[src/rtl/d_flip_flop.sv]
// rtl/d_flip_flop.sv - registered capture with delay line, edge pulses and change counter
//
// Ports:
//   clk       : clock, all state updates on the rising edge
//   reset     : synchronous active-high clear of all state
//   d_i       : data input, sampled every rising edge
//   q_o       : d_i registered once
//   qn_o      : bitwise inverse of q_o
//   q_dly_o   : d_i delayed by DEPTH register stages
//   rise_o    : per-bit 0->1 pulse of q_o, one cycle wide
//   fall_o    : per-bit 1->0 pulse of q_o, one cycle wide
//   chg_cnt_o : saturating count of cycles in which q_o changed
module d_flip_flop #(
    parameter int WIDTH = 1,
    parameter int DEPTH = 2,
    parameter int CNT_W = 8
) (
    input  logic             clk,
    input  logic             reset,
    input  logic [WIDTH-1:0] d_i,
    output logic [WIDTH-1:0] q_o,
    output logic [WIDTH-1:0] qn_o,
    output logic [WIDTH-1:0] q_dly_o,
    output logic [WIDTH-1:0] rise_o,
    output logic [WIDTH-1:0] fall_o,
    output logic [CNT_W-1:0] chg_cnt_o
);

    logic [WIDTH-1:0] q_r;
    logic [WIDTH-1:0] q_prev_r;
    logic [WIDTH-1:0] dly_r [DEPTH];
    logic [CNT_W-1:0] cnt_r;

    logic changed;
    logic cnt_full;

    // The counter looks at the registered pair, so an increment shows up
    // one cycle after the q_o change that caused it.
    assign changed  = (q_r != q_prev_r);
    assign cnt_full = &cnt_r;

    always_ff @(posedge clk) begin
        if (reset) begin
            // Clearing q_prev_r together with q_r keeps a reset-forced
            // 1->0 on q_o from producing a fall pulse.
            q_r      <= '0;
            q_prev_r <= '0;
            cnt_r    <= '0;
            for (int k = 0; k < DEPTH; k++) begin
                dly_r[k] <= '0;
            end
        end else begin
            q_r      <= d_i;
            q_prev_r <= q_r;
            dly_r[0] <= d_i;
            for (int k = 1; k < DEPTH; k++) begin
                dly_r[k] <= dly_r[k-1];
            end
            if (changed && !cnt_full) begin
                cnt_r <= cnt_r + 1'b1;
            end
        end
    end

    assign q_o       = q_r;
    assign qn_o      = ~q_r;
    assign q_dly_o   = dly_r[DEPTH-1];
    assign rise_o    = q_r & ~q_prev_r;
    assign fall_o    = ~q_r & q_prev_r;
    assign chg_cnt_o = cnt_r;

endmodule

[config.mk]
export PLATFORM = sky130hd
export DESIGN_NAME = d_flip_flop
export DESIGN_NICKNAME = d
export VERILOG_FILES = /design/src/rtl/d_flip_flop.sv
export SDC_FILE = /design/constraint.sdc
export NUM_CORES = 1
export LEC_CHECK = 0
export BUFFER_PORTS_ARGS = -buffer_cell sky130_fd_sc_hd__buf_2
export CAP_MARGIN = 10
export CORE_AREA = 2 2 39 41
export CTS_CLUSTER_SIZE = 25
export DETAILED_ROUTE_END_ITERATION = 6
export DIE_AREA = 0 0 41 43
export GPL_TIMING_DRIVEN = 0
export PLACE_DENSITY_LB_ADDON = 0.12
export SLEW_MARGIN = 10
export SYNTH_ARGS = -nofsm -noshare
export SYNTH_HDL_FRONTEND = slang
export SYNTH_SLANG_ARGS = --single-unit
[constraint.sdc]
create_clock -name clk -period 2.7 [get_ports clk]
set_input_delay 0 -clock clk [delete_from_list [all_inputs] [get_ports clk]]
set_output_delay 0 -clock clk [all_outputs]
set_load 0.005 [all_outputs]
# Word level (Yosys, flattened, before mapping)
# Memory sizes are Yosys's and may differ from the RTL's.
# Cells that the tools add are included.
# totals
ff_bits	10
ramBits	2
output_inout_bits	13
wordCells	20
memories	1
# mem_list
name	words	word_bits	rd	rd_ports_with_merged_regs	wr	line	source
dly_r	2	1	2	0	2	31	logic [WIDTH-1:0] dly_r [DEPTH];
# op_classes
n_addsub	1
n_eq_ne	1
mux	5
bitwise	6
reduce_logical	3
# ops
op	count
$add A8 B1 Y8 const B	1
$reduce_and A8 Y1	1
$mux W1	5
$and A1 B1 Y1	2
$not A1 Y1	2
$or A1 B1 Y1	2
$logic_and A1 B1 Y1	1
$logic_not A1 Y1	1
$ne A1 B1 Y1	1

# Logic depth before layout (Yosys ltp)
# Gate-level depths: netlist of the first run.
# logic_depth
word_depth	3
mapped_depth	6
mapped_depth_nobuf	5

# Worst setup path before layout of the first run
# OpenSTA, ideal clock, no wires.
# synth_path
path_kind	reg2reg
from	memory dly_r[0][0]
to	register cnt_r[5], in the netlist chg_cnt_o[5]
setup_ns	0.132
arrival_ns	1.370
required_time_ns	2.568
path_slack_ns	1.198
path_stages_with_launch	7
path_buffers	1
period_less_slack_ns	1.502
path_cell_list	dfxtp_1 inv_1 ha_1 and4b_1 buf_6 nor3b_4 a211oi_2
# synth_rtl
element	line	source
start, declared	31	
end signal, assigned	60	cnt_r <= cnt_r + 1'b1;
end, declared	32	logic [CNT_W-1:0] cnt_r;

==> reports/qor.yml, run 1 <==
die:
  core.rowCount: 14
  dieArea_um2: 1760
  dieWidth_um: 41
  io_pins: 16
  core_um2: 1380
  die_h_um: 43
  start_util_pct: 37.1
cells_and_area:
  antenna_cells: 0
  mostFrequentLayoutCells: "buf_2, dfxtp_1, a21oi_1"
  layout_commonest_cell: "buf_2"
  drive_gt1_share_pct: 35.7
  area_growth_pct: 24.9
  utilization_pct: 46.3
  final.fill_count: 140
  nNetsFinal: 78
clock_tree:
  cts_buffer_depth: 2
  clock_latency_ns: 0.25
  cts_max_level: 1
  cts_tree: "yes"
  cts_sinks: 10
  clkTransAtPathRegs_ns: 0.06
  cts_made_buffers: 3
  cts-root-buf: "clkbuf_4"
timing:
  slew-limit-headroom_pct: 70.5
  timing.hold.ws_ns: 0.0411
  finalCriticalPeriod_ns: 1.55
  hold_violations: 0
  worst_slack_ns: 1.15
  setup_violations: 0
  rsz0062_at_grt: "no"
  fmax_ghz: 0.647
  finalMaxSlewViolations: 0
  min_period_over_period_pct: 57.2
  skew_ns: 0.000310
  setup_tns_ns: 0
  tightest_slew_ns: 0.443
route:
  vias_per_cell: 5.24
  drc_errors: 0
  totalWireLength_mm: 1.00
  wire_per_inst_um: 11.6
  ant_nets: 0
  via_count: 451
  drtIter0Drc: 9
  firstDrtPassIters: 4
synth:
  ys_ff_latch: 10
  synth_top_family_by_area: "simple AND/OR/NAND/NOR gates"
  ys_seq_area_share_pct: 39.0
  synth-adder-area-share_pct: 7.32
  ys_warn_count: 0
  synth_cell_type_count: 27
  synth_simple_gate_area_share_pct: 24.4
  synthMuxAreaShare_pct: 4.88
  syn_nets: 57
  synth_area_um2: 513
  syn_area_per_cell_um2: 10.1
  synth_xor_area_share_pct: 0
  syn_inst: 51
  synth-compound-area-share_pct: 19.3
setup_path:
  path_class: "reg -> reg"
  cp.arrival_ns: 1.71
  startpoint: "dly_r[0][0]$_SDFF_PP0_"
  reg2reg_from: "dly_r[0][0]$_SDFF_PP0_"
  critPathCaptureType: "flip-flop"
  reg2reg_depth: 6
  cp_max_fo: 6
  r2r_slack_ns: 1.15
  cp-start-kind: "flip-flop"
  crit_required_ns: 2.86
global_route:
  busiest_layer: "met2"
  track_usage_pct: 15.3
  grt_max_degree: 11
  grt_use_met3_pct: 6.28
  overflow: 0
  grt_pass1_vias: 415
  antenna_found_initial: 0
  grt_first_pass_wirelength_mm: 1.74
  gr-usage-met1_pct: 19.5
  grtUsageMet2_pct: 20.3
hold_path:
  worstHoldPathType: "in -> reg"
  hold_depth: 3
  min_from: "reset"
power:
  clock_power_share_pct: 34.4
  max-vdd-ir-drop_mv: 0.158
  power_uw: 281
  pwr-share-comb_pct: 10.1
  swShare_pct: 22.1
  power.switching_uw: 62.0
  power_leakage_nw: 0.295
  seq_power_share_pct: 55.5
  intPower_uw: 219
  p_per_area_nw_per_um2: 439
status:
  outcome: "finished clean"
flow_run:
  cap_violations: 0
placement:
  io_buffer_count: 15
  hpwl_um: 764
  dp_slack_ns: 1.16
  routabilityCongestion: 0.699
## worst max-delay path, cell delays in order (launching register included)
cell	delay, ns
dfxtp_1	0.34
inv_1	0.07
ha_1	0.34
and4b_1	0.28
buf_6	0.12
a21oi_1	0.06
a311oi_1	0.24
## sequential cells by signal (all words and copies together), names as in the netlist
signal,cells
chg_cnt_o,8
q_prev_r,1
dly_r,1
## per-layer routing
metal	wire, µm	up-vias
li1	-	227
met1	454	203
met2	445	21
met3	100	0
met4	0	0
met5	0	-
## Yosys cell counts
cell type  count  area share [%]
and4_4         1             2.2
and4_1         1             1.7
mux2i_1        1             2.0
a211oi_1       2             2.9
nor2b_1        2             2.4
a211oi_2       1             2.4
buf_6          1             2.2
and3b_1        1             1.7
and4b_1        2             3.9
clkbuf_1       1            0.73
a31oi_1        3             3.7
dfxtp_1       10              39
nor2_1         2             1.5
ha_1           3             7.3
nand2b_1       2             2.4
a21oi_1        4             3.9
a21boi_0       1             1.5
nand2_1        2             1.5
a21oi_2        1             1.7
and3_2         1             1.5
nor3_1         1            0.97
inv_1          3             2.2
nor3b_4        1             3.7
o21bai_1       1             1.5
a311oi_1       1             1.7
mux2_4         1             2.9
nand3_1        1            0.97
## cells by family after synthesis
logic type	after synthesis
buf+inv	5
simple gates	17
compound gates	14
mux	2
flops	10
fa+ha+maj	3
## final timing paths
check | to
hold / removal | chg_cnt_o[1]$_SDFFE_PP0P_
setup / recovery | chg_cnt_o[7]$_SDFFE_PP0P_
hold reg to reg | q_prev_r$_SDFF_PP0_
setup reg to reg | chg_cnt_o[7]$_SDFFE_PP0P_
## stage by stage
| stage | instances | cell area [µm²] |
|---|---|---|
| finish | 86 | 641 |
| global route | 86 | 641 |
| CTS | 86 | 641 |
| detailed placement | 82 | 608 |
| global placement | 82 | 608 |
| floorplan | 51 | 513 |
## final cells by class
| class | count | area, µm² | share of cell area (%) |
|---|---|---|---|
| plain buffers | 2 | 15.0 | 2.34 |
| repair buffers | 16 | 85.1 | 13.3 |
| well taps | 16 | 20.0 | 3.13 |
| multi-input cells | 36 | 287 | 44.7 |
| inverters | 3 | 11.3 | 1.76 |
| clock buffers | 3 | 22.5 | 3.52 |
| flip-flops and latches | 10 | 200 | 31.3 |
## power groups by stage
stage          logic (mW)  clock network [mW]  registers [mW]
2_1_floorplan      0.0173                   0           0.159
3_5_place_dp       0.0281                   0           0.159
5_1_grt            0.0336               0.113           0.157
6_report           0.0285              0.0967           0.156
4_1_cts            0.0292               0.104           0.156
3_3_place_gp       0.0278                   0           0.159
## what timing repair did
action / CTS / global route
hold endpoints to repair: 1 / 0
resized for setup: 0 / 0
buffers inserted: 0 / 0
hold buffers: 1 / 0
(Power assumes the default switching activity.)
==> inputs of run 2 (changes only) <==
Clock period 2.7 ns to 1.6 ns, I/O delays scaled along.
==> reports/qor.yml, run 2 (synthesis results as in run 1) <==
status:
  outcome: "finished clean"
power:
  max-vdd-ir-drop_mv: 0.266  # +69%
  power_leakage_nw: 0.295  # about the same
  p_per_area_nw_per_um2: 731  # +67%
  power_uw: 478  # +70%
route:
  vias_per_cell: 5.26  # +0.22%
  totalWireLength_mm: 1.01  # +0.40%
  drtIter0Drc: 9  # unchanged
  firstDrtPassIters: 4  # unchanged
  ant_nets: 0  # unchanged
  via_count: 452  # +0.22%
  drc_errors: 0  # unchanged
  wire_per_inst_um: 11.7  # +0.40%
cells_and_area:
  drive_gt1_share_pct: 37.1  # +1.4 points
  final.fill_count: 139  # -0.71%
  mostFrequentLayoutCells: "buf_2, dfxtp_1, a21oi_1"
  layout_commonest_cell: "buf_2"
  nNetsFinal: 78  # unchanged
  multi_input_area_um2: 299  # +4.4%
  largest_reg_flops: 8  # unchanged
  antenna_cells: 0  # unchanged
  area_growth_pct: 27.3
  ff_latch_area_um2: 200  # unchanged
clock_tree:
  postCtsSetupRepairBufs: 0  # unchanged
  cts-root-buf: "clkbuf_4"
  cts_max_level: 1  # unchanged
  clkTransAtPathRegs_ns: 0.06  # about the same
  cts_sinks: 10  # unchanged
  cts_made_buffers: 3  # unchanged
  cts_tree: "yes"
  cts_buffer_depth: 2  # unchanged
  clock_latency_ns: 0.25  # about the same
setup_path:
  path_cells: "inv_1, ha_4, and4b_1, buf_6, a21oi_1, a311oi_1"
  startpoint: "dly_r[0][0]$_SDFF_PP0_"
  path_class: "reg -> reg"
  reg2reg_depth: 6  # unchanged
  cpPeakStageDelay_ns: 0.34  # about the same
  path_buf_inv: 2  # unchanged
  critPathCaptureType: "flip-flop"
  r2r-end: "chg_cnt_o[7]$_SDFFE_PP0P_"
  critPathSlowestCell: "dfxtp_1"
  r2r_slack_ns: 0.13  # -1.02 ns
  cp_top_family: "flip-flops"
  cp_max_fo: 6  # unchanged
  cp.arrival_ns: 1.63  # -0.08 ns
  reg2reg_from: "dly_r[0][0]$_SDFF_PP0_"
  crit_required_ns: 1.76  # -1.10 ns
  cp-start-kind: "flip-flop"
timing:
  setup_violations: 0  # unchanged
  fmax_ghz: 0.682  # +5.4%
  hold_violations: 0  # unchanged
  finalCriticalPeriod_ns: 1.47  # -0.0793 ns
  skew_ns: 0.000310  # unchanged
  timing.hold.ws_ns: 0.0411  # unchanged
  slew-limit-headroom_pct: 70.5  # unchanged
  tightest_slew_ns: 0.443  # unchanged
  worst_slack_ns: 0.134  # -1.02 ns
  rsz0062_at_grt: "no"
  finalMaxSlewViolations: 0  # unchanged
  setup_tns_ns: 0  # unchanged
  min_period_over_period_pct: 91.6  # +34 points
die:
  die_h_um: 43  # unchanged
  core.rowCount: 14  # unchanged
  core_um2: 1380  # unchanged
  start_util_pct: 37.1  # unchanged
  io_pins: 16  # unchanged
  dieWidth_um: 41  # unchanged
  dieArea_um2: 1760  # unchanged
hold_path:
  hold_depth: 3  # unchanged
  min_to: "chg_cnt_o[1]$_SDFFE_PP0P_"
  worstHoldPathType: "in -> reg"
  min_from: "reset"
global_route:
  grt_max_degree: 11  # unchanged
  grt_first_pass_wirelength_mm: 1.74  # unchanged
  antenna_found_initial: 0  # unchanged
  track_usage_pct: 15.3  # unchanged
  grt_pass1_vias: 415  # unchanged
  overflow: 0  # unchanged
flow_run:
  cap_violations: 0  # unchanged
placement:
  io_buffer_count: 15  # unchanged
  routabilityCongestion: 0.699  # unchanged
  hpwl_um: 764  # unchanged
  dp_slack_ns: 0.0586  # -1.10 ns
-- run 2: cell count changes in the layout (fill, tap and decap cells not counted) --
cell / delta
ha_1: -1
ha_4: +1
-- run 2: layout make-up --
class / count / area share [%]
Inverter: 3 / 1.72
Sequential cell: 10 / 30.7
Tap cell: 16 / 3.07
Timing Repair Buffer: 16 / 13.0
Clock buffer: 3 / 3.45
Multi-Input combinational cell: 36 / 45.8
Buffer: 2 / 2.30
-- run 2: what timing repair did --
action | 4_1_cts | 5_1_grt
endpoints found under the hold margin | 1 | 0
setup endpoints to repair | 0 | 3
hold buffers | 1 | 0
resized for setup | 0 | 1
-- run 2: worst min-delay path: cells and delay by family --
| family | cells | cell delay, ns |
|---|---|---|
| simple gates | 1 | 0.10 |
| buf+inv | 1 | 0.09 |
| mux | 1 | 0.06 |
-- run 2: metal layers --
layer | global-route usage (%) | share of wire [%]
met1 | 19.5 | 45
met5 | 0 | 0
met2 | 20.3 | 44
met3 | 6.28 | 10
met4 | 10.0 | 0
-- run 2: worst max-delay path by stage --
stage	depth (start not counted)	endpoint	slack [ns]
finish	6	chg_cnt_o[7]$_SDFFE_PP0P_	0.13
global route	6	chg_cnt_o[7]$_SDFFE_PP0P_	0.03
CTS	6	chg_cnt_o[7]$_SDFFE_PP0P_	0.04
detailed placement	6	chg_cnt_o[5]$_SDFFE_PP0P_	0.06
global placement	6	chg_cnt_o[5]$_SDFFE_PP0P_	0.04
floorplan	6	chg_cnt_o[5]$_SDFFE_PP0P_	0.1
-- run 2: through the flow --
stage          cells  instance area (µm²)  util, %
6_report          86                  653     47.2
3_3_place_gp      82                  608     43.9
3_5_place_dp      82                  608     43.9
2_1_floorplan     51                  513        -
4_1_cts           86                  641     46.3
5_1_grt           86                  653     47.2
-- run 2: power by group --
| part | internal [mW] | switching (mW) | leakage (nW) |
|---|---|---|---|
| Combinational | 0.0289 | 0.0221 | 0.200 |
| Clock | 0.0864 | 0.0768 | 0.0138 |
| Sequential | 0.256 | 0.00695 | 0.0813 |
